--- src/rtl/fifo_stream_reader.sv ---
// Read-side master for sync_fifo: turns the FIFO's rd_en/empty interface with RD_LATENCY
// read data into a registered valid/ready stream, prefetching into a small circular buffer.
module fifo_stream_reader #(
    parameter int WIDTH      = 8,
    parameter int RD_LATENCY = 1
) (
    input  logic                               i_clk,
    input  logic                               i_rst_n,
    output logic                               o_fifo_rd_en,
    input  logic                               i_fifo_empty,
    input  logic [WIDTH-1:0]                   i_fifo_rd_data,
    output logic                               o_m_valid,
    input  logic                               i_m_ready,
    output logic [WIDTH-1:0]                   o_m_data,
    output logic [$clog2(RD_LATENCY+3)-1:0]    o_buf_count
);

    localparam int BUF_DEPTH = RD_LATENCY + 2;
    localparam int CW        = $clog2(BUF_DEPTH + 1);
    localparam int PW        = $clog2(BUF_DEPTH);

    typedef logic [PW-1:0] ptr_t;

    logic [RD_LATENCY-1:0] pipe_q, pipe_d;
    logic [WIDTH-1:0]      buf_q [BUF_DEPTH];
    ptr_t                  head_q, head_d;
    ptr_t                  tail_q, tail_d;
    logic [CW-1:0]         count_q, count_d;
    logic [CW-1:0]         inflight;
    logic [CW:0]           occupancy;
    logic                  valid_q;
    logic [WIDTH-1:0]      data_q, data_d;
    logic                  rd_en, capture, pop;

    function automatic ptr_t ptr_inc(input ptr_t p);
        return (p == ptr_t'(BUF_DEPTH - 1)) ? '0 : p + ptr_t'(1);
    endfunction

    // Issue only needs registered state and the empty flag; ready never reaches rd_en.
    always_comb begin
        inflight = '0;
        for (int unsigned i = 0; i < RD_LATENCY; i++) begin
            inflight = inflight + CW'(pipe_q[i]);
        end
        occupancy = {1'b0, count_q} + {1'b0, inflight};
        rd_en     = i_rst_n && !i_fifo_empty && (occupancy < (CW+1)'(BUF_DEPTH));
    end

    assign capture = pipe_q[RD_LATENCY-1];
    assign pop     = valid_q && i_m_ready;

    always_comb begin
        pipe_d[0] = rd_en;
        for (int unsigned i = 1; i < RD_LATENCY; i++) begin
            pipe_d[i] = pipe_q[i-1];
        end

        head_d  = pop     ? ptr_inc(head_q) : head_q;
        tail_d  = capture ? ptr_inc(tail_q) : tail_q;
        count_d = count_q;
        if (capture && !pop) begin
            count_d = count_q + CW'(1);
        end else if (!capture && pop) begin
            count_d = count_q - CW'(1);
        end

        // Output data is registered, so look ahead: a word landing at the new head this
        // edge bypasses the array.
        data_d = data_q;
        if (count_d != '0) begin
            data_d = (capture && (head_d == tail_q)) ? i_fifo_rd_data : buf_q[head_d];
        end
    end

    always_ff @(posedge i_clk or negedge i_rst_n) begin
        if (!i_rst_n) begin
            pipe_q  <= '0;
            head_q  <= '0;
            tail_q  <= '0;
            count_q <= '0;
            valid_q <= 1'b0;
            data_q  <= '0;
        end else begin
            pipe_q  <= pipe_d;
            head_q  <= head_d;
            tail_q  <= tail_d;
            count_q <= count_d;
            valid_q <= (count_d != '0);
            data_q  <= data_d;
        end
    end

    always_ff @(posedge i_clk) begin
        if (capture) begin
            buf_q[tail_q] <= i_fifo_rd_data;
        end
    end

    assign o_fifo_rd_en = rd_en;
    assign o_m_valid    = valid_q;
    assign o_m_data     = data_q;
    assign o_buf_count  = count_q;

    a_no_overflow: assert property (@(posedge i_clk) disable iff (!i_rst_n)
        !(capture && !pop && (count_q == CW'(BUF_DEPTH))));

endmodule
--- config.mk ---
export PLATFORM = sky130hd
export DESIGN_NAME = fifo_stream_reader
export DESIGN_NICKNAME = d
export VERILOG_FILES = /design/src/rtl/fifo_stream_reader.sv
export SDC_FILE = /design/constraint.sdc
export NUM_CORES = 1
export LEC_CHECK = 0
export BUFFER_PORTS_ARGS = -buffer_cell sky130_fd_sc_hd__buf_2
export CAP_MARGIN = 0
export CORE_ASPECT_RATIO = 2
export CORE_MARGIN = 1.5
export CORE_UTILIZATION = 45
export CTS_BUF_LIST = sky130_fd_sc_hd__clkbuf_4 sky130_fd_sc_hd__clkbuf_8
export DETAILED_ROUTE_END_ITERATION = 7
export SLEW_MARGIN = 20
export SYNTH_ARGS = -nofsm -noshare
export SYNTH_HDL_FRONTEND = slang
export SYNTH_SLANG_ARGS = --single-unit
--- constraint.sdc ---
create_clock -name i_clk -period 4.6 [get_ports i_clk]
set_input_delay 0.69 -clock i_clk [delete_from_list [all_inputs] [get_ports i_clk]]
set_output_delay 0.69 -clock i_clk [all_outputs]
set_load 0.005 [all_outputs]
==> metrics, run 1 <==
Overall Power between 0.001 and 0.0015 W; # rows 35; final core occ 0.5052; Post-Syn Instances 187; first-pass GRT wire length approximately 7700 um; Fmax about 370 MHz; TritonCTS clock tree done; via density per instance around 6; Period Utilization, post-route 0.5943; status finished clean; gr usage total 0.2028; Worst-Skew Late Latency roughly 0.30 ns; Hold Fails Final Rpt 0; Syn Nets approximately 200; io pins 24; Rel. slew slack 0.3581; Final Slew Violations 0; VDD IR max 0.3093 mV; diode count 0; Die Y between 90 and 100 um; worst-path fanout max 8; setup TNS 0 ns; H-tree levels 2; commonest non-fill, non-tap cell in the layout nand2_1; largest net degree at the start of global routing 24; Initial Util 0.4632; DRC viols 0; library cells used by synthesis 36; Layout Nets 214; max-cap viol count 0; Hold Crit Class in2async; measured slew at the worst slew-check pin approximately 0.96 ns; Core Footprint between 0.004 and 0.005 sq mm; Tmin final about 2.7 ns; Num CTS Buffers 5; Startpoint Class register; Worst path max stage delay about 0.54 ns; critical path's slowest cell a2111oi_0; Root Buffer clkbuf_8; post-synthesis register bit count 40; critical path class reg2out; # clock sinks 40; CP Capture Type primary output; Final ANT Viol Nets 0; power per cell area 650.0 mW/mm^2; port buffer count 23; number of global-route vias before repair between 1500 and 2000; syn_area_per_cell 11.28 sq um; setup bufs post-CTS 0; DR vias between 1500 and 2000; post-synthesis sequential area ratio 0.5314; DR WL/cell around 19 um; crit path DAT roughly 2.0 ns; cells along the critical path ha_1 -> ha_1 -> a2111oi_0 -> buf_2; area grow syn2layout 9.075%; post_cts resized 0; share of layout cells above drive strength 1 0.2438; Lkg Pwr 0.9031 nW; Initial DRC Count 26; Final setup viols 0; CTS Hold Buffers Added 0; Most common cell on crit path ha_1; initial antenna violation count 0; yosys warns 0; DP HPWL between 3000 and 4000 um; gpl congestion 0.8423; RSZ-0062 raised after global routing false; Detailed Route WL around 4700 um; Synth Cell Area around 0.0021 sq mm; DIE AREA a little over 0.005 sq mm; clock buffer depth 2; Die W around 50 um; most frequent cells in the layout nand2_1 (29), edfxtp_1 (24), buf_2 (23); remaining global-route overflow 0; required time of the critical path 3.91 ns; Fin Clk Skew 0.008554 ns; first-pass iteration count of the detailed router 4; Clk pin slew, worst setup/hold paths ~0.080 ns
-- through the flow --
stage,setup slack (ns),hold slack [ns],instance area [sq um],cells
after global placement,2.178,0.4789,2190,248
after global routing,1.821,0.3290,2301,256
after floorplan,2.442,0.3944,2110,187
after detailed placement,2.127,0.4794,2190,248
final,1.866,0.3102,2301,256
after CTS,1.883,0.3195,2301,256
-- kinds of logic (layout without fill, tap and decap cells) --
kind of cell / count (synthesis) / in the layout / synth area share
flip-flops: 40 / 40 / 0.5314
XOR/XNOR: 4 / 4 / 0.01661
adder cells (fa/ha/maj): 2 / 2 / 0.01186
AND/OR/NAND/NOR: 71 / 71 / 0.1679
buffers and inverters: 20 / 34 / 0.06050
multiplexers: 9 / 9 / 0.04330
AO/OA/AOI/OAI: 41 / 41 / 0.1685
-- power breakdown --
part           switching [W]  total, W  internal, W
sequential          0.000141  0.000621     0.000480
clock               0.000128  0.000289     0.000160
combinational       0.000326  0.000585     0.000259
total               0.000596   0.00150     0.000899
-- critical path: cells and delay by family (launching register included) --
kind                     cells  cell delay [ns]
AO/OA/AOI/OAI                1             0.54
adder cells (fa/ha/maj)      2             0.51
buffers and inverters        1             0.21
flip-flops                   1             0.48
-- cell type report --
class                   count  area, sq um
fillers                   441         2253
flip-flops and latches     40         1121
multi-input cells         127        870.8
repair buffers             23        115.1
clock buffers               5        68.82
well taps                  55        68.82
clock inverters             3        42.54
inverters                   3        13.76
-- synth_stat cells, drive strengths merged --
library cell	number	area, sq um
nand2	30	115.1
edfxtp	24	720.7
dfrtp	16	400.4
o211ai	16	160.2
and3	9	56.30
clkbuf	9	33.78
nand3	9	45.04
nand4	9	56.30
a211oi	8	60.06
a21oi	8	40.04
buf	8	80.07
mux2i	8	80.08
nor2	6	22.52
xnor2	4	35.03
inv	3	13.77
a21o	2	15.01
a31oi	2	33.78
and2	2	17.52
ha	2	25.02
nor3	2	10.01
o22ai	2	18.77
a2111oi	1	8.760
a221o	1	10.01
a22o	1	8.760
mux2	1	11.26
nand2b	1	6.260
nand3b	1	7.510
nor3b	1	7.510
nor4bb	1	10.01
-- final timing paths --
check,from,slack [ns],endpoint,depth (start not counted)
max,capture$_DFF_PN0_,1.87,o_fifo_rd_en,4
min,i_rst_n,0.31,tail_q[0]$_DFFE_PN0P_,1
max reg2reg,o_m_valid$_DFF_PN0_,2.38,o_m_data[4]$_DFFE_PN0P_,6
min reg2reg,o_m_data[2]$_DFFE_PN0P_,0.49,o_m_data[2]$_DFFE_PN0P_,2
max in group asynchronous,i_rst_n,3.99,o_m_data[2]$_DFFE_PN0P_,1
min in group i_clk,o_m_data[2]$_DFFE_PN0P_,0.49,o_m_data[2]$_DFFE_PN0P_,2
-- per-layer routing --
metal | global-route usage | share of wire | vias up
met5 | 0 | 0 | -
met4 | 0.09717 | 0.027 | 0
met3 | 0.03274 | 0.030 | 9
met2 | 0.3343 | 0.50 | 40
met1 | 0.2543 | 0.44 | 764
li1 | - | - | 721
-- flip-flops by register name (all words and copies together) (netlist names) --
signal / cells
buf_q: 24
capture: 1
head_q: 2
o_buf_count: 2
o_m_data: 8
o_m_valid: 1
tail_q: 2
Power figures use the tool's default switching activity.
==> inputs of run 2 (changes only) <==
--- a/config.mk
+++ b/config.mk
@@ -5,6 +5,7 @@
 export SDC_FILE = /design/constraint.sdc
 export NUM_CORES = 1
 export LEC_CHECK = 0
+export ABC_AREA = 1
 export BUFFER_PORTS_ARGS = -buffer_cell sky130_fd_sc_hd__buf_2
 export CAP_MARGIN = 0
 export CORE_ASPECT_RATIO = 2
@@ -12,6 +13,7 @@
 export CORE_UTILIZATION = 45
 export CTS_BUF_LIST = sky130_fd_sc_hd__clkbuf_4 sky130_fd_sc_hd__clkbuf_8
 export DETAILED_ROUTE_END_ITERATION = 7
+export PLACE_DENSITY = 0.67
 export SLEW_MARGIN = 20
 export SYNTH_ARGS = -nofsm -noshare
 export SYNTH_HDL_FRONTEND = slang
==> constraint.sdc (replaced) <==
create_clock -name i_clk -period 2.28 [get_ports i_clk]
set_input_delay 0.342 -clock i_clk [delete_from_list [all_inputs] [get_ports i_clk]]
set_output_delay 0.342 -clock i_clk [all_outputs]
set_load 0.005 [all_outputs]
==> run 2 against run 1 <==
Setup slack worse by 1.8 ns. Non-clock buffer count up 7. Via count down 13%. Final area down 7.2%. Core utilization up 4.5 points.
==> metrics, run 2 <==
status finished clean; Most common cell on crit path ha_1; Post-Syn Instances 177; clock buffer depth 2; Num CTS Buffers 5; Core Footprint 0.003884 sq mm; TritonCTS clock tree done; Detailed Route WL roughly 3500 um; RR Endpoint o_m_data[5]$_DFFE_PN0P_; # rows 32; fin worst setup slack between 0.1 and 0.15 ns; Syn Nets between 150 and 200; Synth async-reset ratio 0.4000; port buffer count 23; H-tree levels 2; Hold Crit Class in2async; DIE AREA around 0.0045 sq mm; Worst-Skew Late Latency roughly 0.28 ns; critical path's slowest cell dfrtp_2; library cells used by synthesis 23; Period Utilization, post-route 0.9526; largest family of logic cells by synthesized area simple AND/OR/NAND/NOR gates; first-pass iteration count of the detailed router 4; Lkg Pwr 0.9864 nW; Final Slew Violations 0; max-cap viol count 0; yosys warns 0; Fmax 460.4 MHz; Final ANT Viol Nets 0; worst-path fanout max 4; Final setup viols 0; setup bufs post-CTS 0; area grow syn2layout 16.84%; Worst path max stage delay between 0.4 and 0.5 ns; r2r worst-path depth 10; ys flop type edfxtp_1; most frequent cells in the layout nand2_1 (48), nand3_1 (35), edfxtp_1 (24); required time of the critical path 1.94 ns; number of global-route vias before repair 1259; via density per instance just over 5; critical path class reg2out; DR vias around 1300; io pins 24; post-synthesis register bit count 40; worst reg2reg setup slack ~0.44 ns; Clk pin slew, worst setup/hold paths around 0.070 ns; Synth area leaders edfxtp_1 (39%), dfrtp_1 (22%), nand2_1 (9.9%); multiplexer share of the synthesized area 0; Tmin final 2.172 ns; largest net degree at the start of global routing 17; Adder-Cell Fraction of Synth Area 0.01369; remaining global-route overflow 0; DRC viols 0; Fin Clk Skew slightly below 0.006 ns; Synth Cell Area 0.001828 sq mm; Yosys top cell by area edfxtp_1; crit path DAT around 1.8 ns; Hold Fails Final Rpt 0; Place WS 0.2755 ns; complex-gate fraction of the synthesized area 0.02601; power per cell area approximately 1300 mW/mm^2; worst r2r src o_m_valid$_DFF_PN0_; initial antenna violation count 0; post-synth top area share 0.3943; Die Y about 93 um; Rel. slew slack 0.6965; commonest non-fill, non-tap cell in the layout nand2_1; Initial Util 0.4707; DR WL/cell 13.33 um; VDD IR max roughly 0.69 mV; setup TNS 0 ns; Placed Cells ~260; Post-Layout Cell Count between 200 and 300; commonest cells in the netlist nand2_1 (48), nand3_1 (35), edfxtp_1 (24); DP HPWL 2745 um; share of layout cells above drive strength 1 0.2736; gr usage total 0.1792; post-synthesis xor/xnor area fraction 0.01985; Die W ~48 um; Post-synth EDFFs 24; Simple-Gate Fraction of Synth Area 0.2834; Layout Nets 225; # clock sinks 40; Initial DRC Count 24; RSZ-0062 raised after global routing false; Startpoint Class register; diode count 0; gpl congestion between 0.7 and 0.8; CP Capture Type primary output; first-pass GRT wire length about 5700 um; Root Buffer clkbuf_8; post-synthesis sequential area ratio 0.6133; cells along the critical path ha_1 -> ha_1 -> a2111oi_2 -> buf_2; syn_area_per_cell ~10 sq um; Biggest register buf_q; max FFs per register 24; measured slew at the worst slew-check pin around 0.46 ns; count leader, synth nand2_1
[run 2: cell count changes in the layout (fill, tap and decap cells not counted), sizes merged, moves of 9 or more]
cell    change
inv        +13
nand3      +27
nand2      +21
and3        -9
o211ai     -16
[run 2: worst max-delay path by stage]
stage	from	endpoint	cells after the start
final	o_buf_count[0]$_DFF_PN0_	o_fifo_rd_en	4
after global routing	o_buf_count[0]$_DFF_PN0_	o_fifo_rd_en	4
after CTS	o_buf_count[0]$_DFF_PN0_	o_fifo_rd_en	4
after detailed placement	o_buf_count[0]$_DFF_PN0_	o_fifo_rd_en	4
after global placement	o_buf_count[0]$_DFF_PN0_	o_fifo_rd_en	4
after floorplan	o_buf_count[0]$_DFF_PN0_	o_fifo_rd_en	3
[run 2: worst max-delay path: cells and delay by family (launching register included)]
kind	cells	cell delay, ns
buffers and inverters	1	0.18
DFF	1	0.47
adders and majority gates	2	0.52
AOI/OAI and AO/OA	1	0.39
[run 2: report_power, final]
part	switching (W)	internal (W)
sequential	0.000124	0.000976
clock	0.000212	0.000238
combinational	0.000826	0.000504
[run 2: routing by layer]
layer	vias up	global-route usage	wire, um
li1	672	-	-
met1	626	0.1936	1356
met2	30	0.3178	1985
met3	4	0.03475	117
met4	0	0.06757	47
met5	-	0	0
[run 2: layout make-up]
type | instances | area [sq um]
fillers | 375 | 1748
well taps | 51 | 63.81
inverters | 16 | 60.06
flip-flops and latches | 40 | 1122
clock buffers | 7 | 83.83
multi-input cells | 118 | 633.1
clock inverters | 1 | 5.005
repair buffers | 30 | 167.7
[run 2: what timing repair did]
action                                  4_1_cts  5_1_grt
endpoints found under the setup margin        1        1
gates resized for setup                       2        1
pin swaps                                     0        0
hold buffers                                  0        0
cloned                                        0        0
[run 2: stage by stage]
| step | utilization | total power [W] | cell area, sq um | hold WS (ns) |
|---|---|---|---|---|
| 3_5_place_dp | 0.5251 | 0.002431 | 2039 | 0.3168 |
| 2_1_floorplan | - | 0.002018 | 1828 | 0.04641 |
| 3_3_place_gp | 0.5251 | 0.002384 | 2039 | 0.3098 |
| 5_1_grt | 0.5499 | 0.003140 | 2136 | 0.02974 |
| 6_report | 0.5499 | 0.002880 | 2136 | 0.01266 |
| 4_1_cts | 0.5496 | 0.002910 | 2135 | 0.01646 |
[run 2: cell families (layout without fill, tap and decap cells)]
kind of cell | after synthesis | after routing
AO/OA/AOI/OAI | 6 | 6
XOR/XNOR | 2 | 2
flip-flops | 40 | 40
AND/OR/NAND/NOR | 108 | 108
adder cells (fa/ha/maj) | 2 | 2
buffers and inverters | 19 | 54
